File: src/rtl/instruction_fetch_unit.sv
// Fetch stage: owns the PC, drives the instruction memory address and captures
// the asynchronously read word into the IF/ID register, honouring stall, flush and branch.
module instruction_fetch_unit #(
    parameter int unsigned          WIDTH        = 32,
    parameter int unsigned          ADDRESS_SIZE = 10,
    parameter logic [ADDRESS_SIZE-1:0] RESET_PC  = '0,
    parameter logic [WIDTH-1:0]     NOP_INSTR    = 32'h0000_0013
) (
    input  logic                    clk,
    input  logic                    rst_n,
    input  logic                    stall,
    input  logic                    flush,
    input  logic                    branch_taken,
    input  logic [ADDRESS_SIZE-1:0] branch_target,
    output logic [ADDRESS_SIZE-1:0] imem_addr,
    output logic                    imem_read_en,
    input  logic [WIDTH-1:0]        imem_instruction,
    output logic [WIDTH-1:0]        if_id_instr,
    output logic [ADDRESS_SIZE-1:0] if_id_pc,
    output logic                    if_id_valid,
    output logic [31:0]             fetch_count
);

    typedef enum logic {
        IDLE = 1'b0,
        RUN  = 1'b1
    } state_t;

    state_t                  state;
    logic                    running;
    logic [ADDRESS_SIZE-1:0] pc;
    logic [ADDRESS_SIZE-1:0] pc_next_seq;

    assign running      = (state == RUN);
    assign pc_next_seq  = pc + 1'b1;
    assign imem_addr    = pc;
    assign imem_read_en = running & ~stall & ~branch_taken;

    // Priority in RUN: branch > flush > stall > normal fetch. A branch never
    // waits on a stall, so a redirect cannot be lost while decode is held.
    always_ff @(posedge clk or negedge rst_n) begin
        if (!rst_n) begin
            state       <= IDLE;
            pc          <= RESET_PC;
            if_id_instr <= NOP_INSTR;
            if_id_pc    <= '0;
            if_id_valid <= 1'b0;
            fetch_count <= '0;
        end else begin
            case (state)
                IDLE: state <= RUN;
                RUN: begin
                    if (branch_taken) begin
                        pc          <= branch_target;
                        if_id_instr <= NOP_INSTR;
                        if_id_valid <= 1'b0;
                    end else if (flush) begin
                        if_id_instr <= NOP_INSTR;
                        if_id_valid <= 1'b0;
                        if (!stall) begin
                            pc <= pc_next_seq;
                        end
                    end else if (!stall) begin
                        if_id_instr <= imem_instruction;
                        if_id_pc    <= pc;
                        if_id_valid <= 1'b1;
                        pc          <= pc_next_seq;
                        fetch_count <= fetch_count + 32'd1;
                    end
                end
                default: state <= IDLE;
            endcase
        end
    end

endmodule

File: config.mk
export PLATFORM = sky130hd
export DESIGN_NAME = instruction_fetch_unit
export DESIGN_NICKNAME = d
export VERILOG_FILES = /design/src/rtl/instruction_fetch_unit.sv
export SDC_FILE = /design/constraint.sdc
export NUM_CORES = 1
export LEC_CHECK = 0
export CAP_MARGIN = 20
export CORE_MARGIN = 2
export CORE_UTILIZATION = 48
export DETAILED_ROUTE_END_ITERATION = 7
export GPL_ROUTABILITY_DRIVEN = 0
export PLACE_DENSITY = 0.85
export SLEW_MARGIN = 20
export SYNTH_ARGS = -nofsm -noshare
export SYNTH_HDL_FRONTEND = slang
export SYNTH_SLANG_ARGS = --single-unit
export TNS_END_PERCENT = 5
File: constraint.sdc
create_clock -name clk -period 2.4 [get_ports clk]
set_clock_uncertainty 0.05 [all_clocks]
set_input_delay 0.6 -clock clk [delete_from_list [all_inputs] [get_ports clk]]
set_output_delay 0.6 -clock clk [all_outputs]
set_load 0.01 [all_outputs]
== Word level (Yosys, flattened, before mapping) ==
Index checks and enable logic that the tools add are counted.

* Add/sub/neg operators: 2
* Equality and inequality tests: 2
* Mux-type cells: 8
* Bitwise logic cells: 5
* Reduce and logical (&&, ||, !) cells: 3

{| class="wikitable"
|+ Operators with widths
! operator !! number
|-
| $mux 32 || 3
|-
| $add 32x1->32 const B || 1
|-
| $mux 10 || 2
|-
| $add 10x1->10 const B || 1
|-
| $reduce_and 2->1 || 2
|-
| $reduce_and 4->1 || 1
|-
| $mux 1 || 3
|-
| $ne 3x1->1 const B || 1
|-
| $not 1->1 || 3
|-
| $and 1x1->1 || 2
|-
| $ne 2x1->1 const B || 1
|}

* Register bits: 86
* Bits of input ports: 47
* Output and inout bits: 86
* Logic and storage cells: 26

== Depth between registers and ports, before layout ==
Gate-level depths: netlist (run 1).

* Word-level depth: 3
* Mapped depth: 6

== Worst setup path before layout (run 1) ==
Ideal clock, no wire load.

* Kind: input to register
* Start: input branch_taken
* End: register fetch_count[1]
* Arrival: 1629 ps
* Data required time: 2233 ps
* Setup slack: 604 ps
* Stages: 6
* Buffers on the path: 2
* Cells stage by stage: buf_2 nor3b_1 nand2b_1 buf_2 nand2_1 nand2_1

* Word-level cells in the longest chain between the ends: 2

{| class="wikitable"
|+ Ends and longest elaborated chain
! element !! line !! text
|-
| start, declared || 13 || <nowiki>input logic branch_taken,</nowiki>
|-
| $not 1->1 (no line) || - ||
|-
| $reduce_and 4->1 (no line) || - ||
|-
| end signal, assigned || 68 || <nowiki>fetch_count <= fetch_count + 32'd1;</nowiki>
|-
| end, declared || 21 || <nowiki>output logic [31:0] fetch_count</nowiki>
|}

Every way passes these cells.
A chain may end at the register's enable or synchronous reset.

== Final worst setup path (run 1) ==
* Start: input branch_taken
* End: register fetch_count[31]

Same word-level chain as after synthesis.

==> flow_summary_export.csv, run 1 <==
group,metric,value,unit
synth,synthArstFlopShare,100,%
timing,max_freq,437,MHz
clocking,path_clk_slew,0.08,ns
critical_path,crit_slowest_cell,"clkdlybuf4s50_1",
floorplanning,die_h,91.9,um
synth,syn_inst,325,
critical_path,crit_path_end_kind,"flop",
power_and_ir_drop,seq_power_share,49.3,%
layout,drive_above_1_share,8.35,%
grt,grt_max_degree,45,
synth,postSynthAreaPerCell,11.4,um2
clocking,cts_buffers,9,
clocking,clk_latency,0.35,ns
floorplanning,coreArea,7610,um2
timing,period_share,95.3,%
placement,io_buffers,132,
timing,slew_headroom,50.5,%
timing,worst_slack,0.112,ns
synth,ys_warn_count,0,
clocking,cts-root-buf,"clkbuf_8",
floorplanning,rows,32,
power_and_ir_drop,pwr-share-comb,18.6,%
clocking,clockBufferDepth,2,
synth,synth_cell_types,43,
worst_hold_path,hold_path_class,"input port to asynchronous set/reset pin",
synth,synth_area_leaders,"dfrtp_1 (56%), a22o_1 (6.8%), nand2_1 (5.4%), xnor2_1 (4.5%), xor2_1 (2.8%)",
synth,syn_nets,374,
synth,synth_flop_cell,"dfrtp_1",
placement,dp_slack,-0.218,ns
grt,grt_first_pass_wirelength,14.3,mm
routing,wl_per_cell,15.4,um
grt,busiest_layer,"met2",
grt,grt_pass1_vias,2982,
clocking,cts.sinks,86,
routing,via_count,3094,
critical_path,cp_cell_sequence,"clkdlybuf4s50_1 -> buf_4 -> nor4b_4 -> nand4_2 -> nor4_2 -> xor2_1",
synth,netlist_area,3710,um2
power_and_ir_drop,power_density,638,nW/um2
grt,gr-total-overflow,0,
placement,dp_hpwl,6.47,mm
power_and_ir_drop,p_int,2550,uW
floorplanning,dieWidth,91.9,um
routing,first_pass_iters,4,
critical_path,crit_required,2.62,ns
floorplanning,start_util,48.8,%
floorplanning,ios,133,
critical_path,worstPathArrival,2.51,ns
power_and_ir_drop,clkPwrFrac,32.1,%
clocking,cts_tree,"yes",
flow_run,cap_violations,0,
synth,ys_seq_elements,86,
routing,route.detailed.drc,0,
clocking,cts_setup_buffers,0,
timing,fin_crit,2.29,ns
grt,met2_usage,33.3,%
layout,areaGrowthSynthToFinish,46.2,%
layout,diodes,0,
timing,slew_violations,0,
synth,synth.top_cell.area_share,56.0,%
power_and_ir_drop,swShare,26.1,%
timing,hold_violations,0,
power_and_ir_drop,p_leak,0.00243,uW
routing,drtIter0Drc,140,
power_and_ir_drop,peakVddDrop,278,uV
critical_path,crit_type,"input port to flop",
grt,grt_usage,21.4,%
timing,tightest_slew,0.741,ns
synth,ys_seq_area_share,58.1,%
layout,fin_nets,511,
clocking,htreeDepth,3,
grt,use_met3,4.44,%
synth,yosysTopAreaCell,"dfrtp_1",
critical_path,cpPeakStageDelay,0.45,ns
power_and_ir_drop,p_switching,902,uW
grt,met1_usage,29.2,%
timing,rsz0062_at_grt,"false",
outcome,outcome,"completed",
critical_path,startpoint_type,"input port",
routing,finalWirelength,8.79,mm
synth,synth_edf_count,0,
placement,dp_cells,553,
power_and_ir_drop,finalPower,3460,uW
floorplanning,dieArea,8450,um2
grt,antenna_found_initial,0,
critical_path,critPathMaxFanout,11,
timing,setup_viol,0,
routing,viasPerCell,5.44,
routing,ant_nets,0,
layout,stdcell_count,569,
## sequential cells by signal, summed over array words and instances, names as in the netlist
signal	cells
running	1
if_id_instr	32
imem_addr	10
if_id_pc	10
if_id_valid	1
fetch_count	32
## kinds of logic after synthesis
kind of cell,share of synthesized area (%)
XOR/XNOR,7.32
flip-flops,58.1
AND/OR/NAND/NOR,17.7
buffers and inverters,2.53
other,0.101
multiplexers,1.62
adder cells (fa/ha/maj),0.675
AO/OA/AOI/OAI,11.9
## timing repair
item / CTS / global route
gates resized for setup: 2 / 0
setup endpoints to repair: 1 / 0
endpoints found under the hold margin: 0 / 0
hold buffers: 0 / 0
## final timing paths
kind	startpoint	end	slack [ns]	depth (start not counted)
max	branch_taken	fetch_count[31]	0.11	6
min	rst_n	if_id_instr[20]	0.19	1
max reg2reg	running	fetch_count[31]	0.49	4
min reg2reg	if_id_pc[5]	if_id_pc[5]	0.43	2
max in group asynchronous	rst_n	fetch_count[30]	1.49	2
min in group clk	if_id_pc[5]	if_id_pc[5]	0.43	2
## stage by stage
| step | setup TNS, ns | hold slack [ns] | area (um2) | utilization, % |
|---|---|---|---|---|
| 2_1_floorplan | 0 | 0.254 | 3710 | - |
| 3_3_place_gp | -6.79 | 0.407 | 5190 | 68.2 |
| 3_5_place_dp | -3.35 | 0.415 | 5190 | 68.3 |
| 4_1_cts | 0 | 0.208 | 5420 | 71.3 |
| 5_1_grt | 0 | 0.224 | 5420 | 71.3 |
| 6_report | 0 | 0.195 | 5420 | 71.3 |
## placed cells by master, fill, tap and decap left out, types with 3 or more instances in the layout
cell,instances
xnor2_1,19
nand4_1,9
o22a_1,3
and2_1,4
clkbuf_8,10
clkinvlp_4,3
clkdlybuf4s50_1,130
nor2b_1,3
a31oi_1,3
mux2i_1,6
and3_1,11
a22o_1,29
o22ai_1,5
nand2_1,53
xor2_1,12
dfstp_2,3
nor3_1,7
o21ai_0,6
dfrtp_1,83
nand3_1,12
a21oi_1,7
and4_1,5
buf_4,11
## area by class of cell
type / instances / area (um2)
fillers: 554 / 2180
flip-flops and latches: 86 / 2160
multi-input cells: 219 / 1480
repair buffers: 144 / 1430
clock buffers: 11 / 141
well taps: 102 / 128
clock inverters: 5 / 82.6
inverters: 2 / 7.51
## power by group through the flow
stage	combinational [uW]	clock, uW	sequential [uW]
final	644	1110	1710
after global routing	701	1190	1730
after CTS	652	1130	1700
after detailed placement	650	0	1730
after global placement	638	0	1730
after floorplan	194	0	1760
## cell usage after synthesis (3+ instances only)
master     n
a21oi_1    8
o22ai_1    5
nor3_1     7
clkbuf_1   4
nor2b_1    3
o21ai_0    6
mux2i_1    6
xor2_1    12
nand3_1   12
nand2_1   53
and2_1     4
buf_2     12
xnor2_1   19
and4_1     5
a31oi_1    3
dfstp_2    3
and3_1    11
nand4_1    9
dfrtp_1   83
o22a_1     3
a22o_1    29
## layer usage
layer | vias up | part of all wire (%)
li1 | 1443 | -
met4 | 0 | 2.3
met3 | 14 | 5.8
met2 | 116 | 48
met5 | - | 0
met1 | 1521 | 44
## critical path, delay by kind of cell
| kind | cells | cell delay (ns) |
|---|---|---|
| XOR/XNOR | 1 | 0.17 |
| AND/OR/NAND/NOR | 3 | 1.08 |
| buffers and inverters | 2 | 0.65 |
(Power assumes the default switching activity.)
==> run 2, diff against run 1 <==
- ABC_AREA: unset -> 0
==> results of run 2 <==
The final DEF is identical to that of run 1; final timing and power are the same.
==> run 3, diff against run 2 <==
- CTS_CLUSTER_DIAMETER: unset -> 60
- GPL_TIMING_DRIVEN: unset -> 1
==> results of run 3 <==
The final DEF is identical to that of run 1; final timing and power are the same.
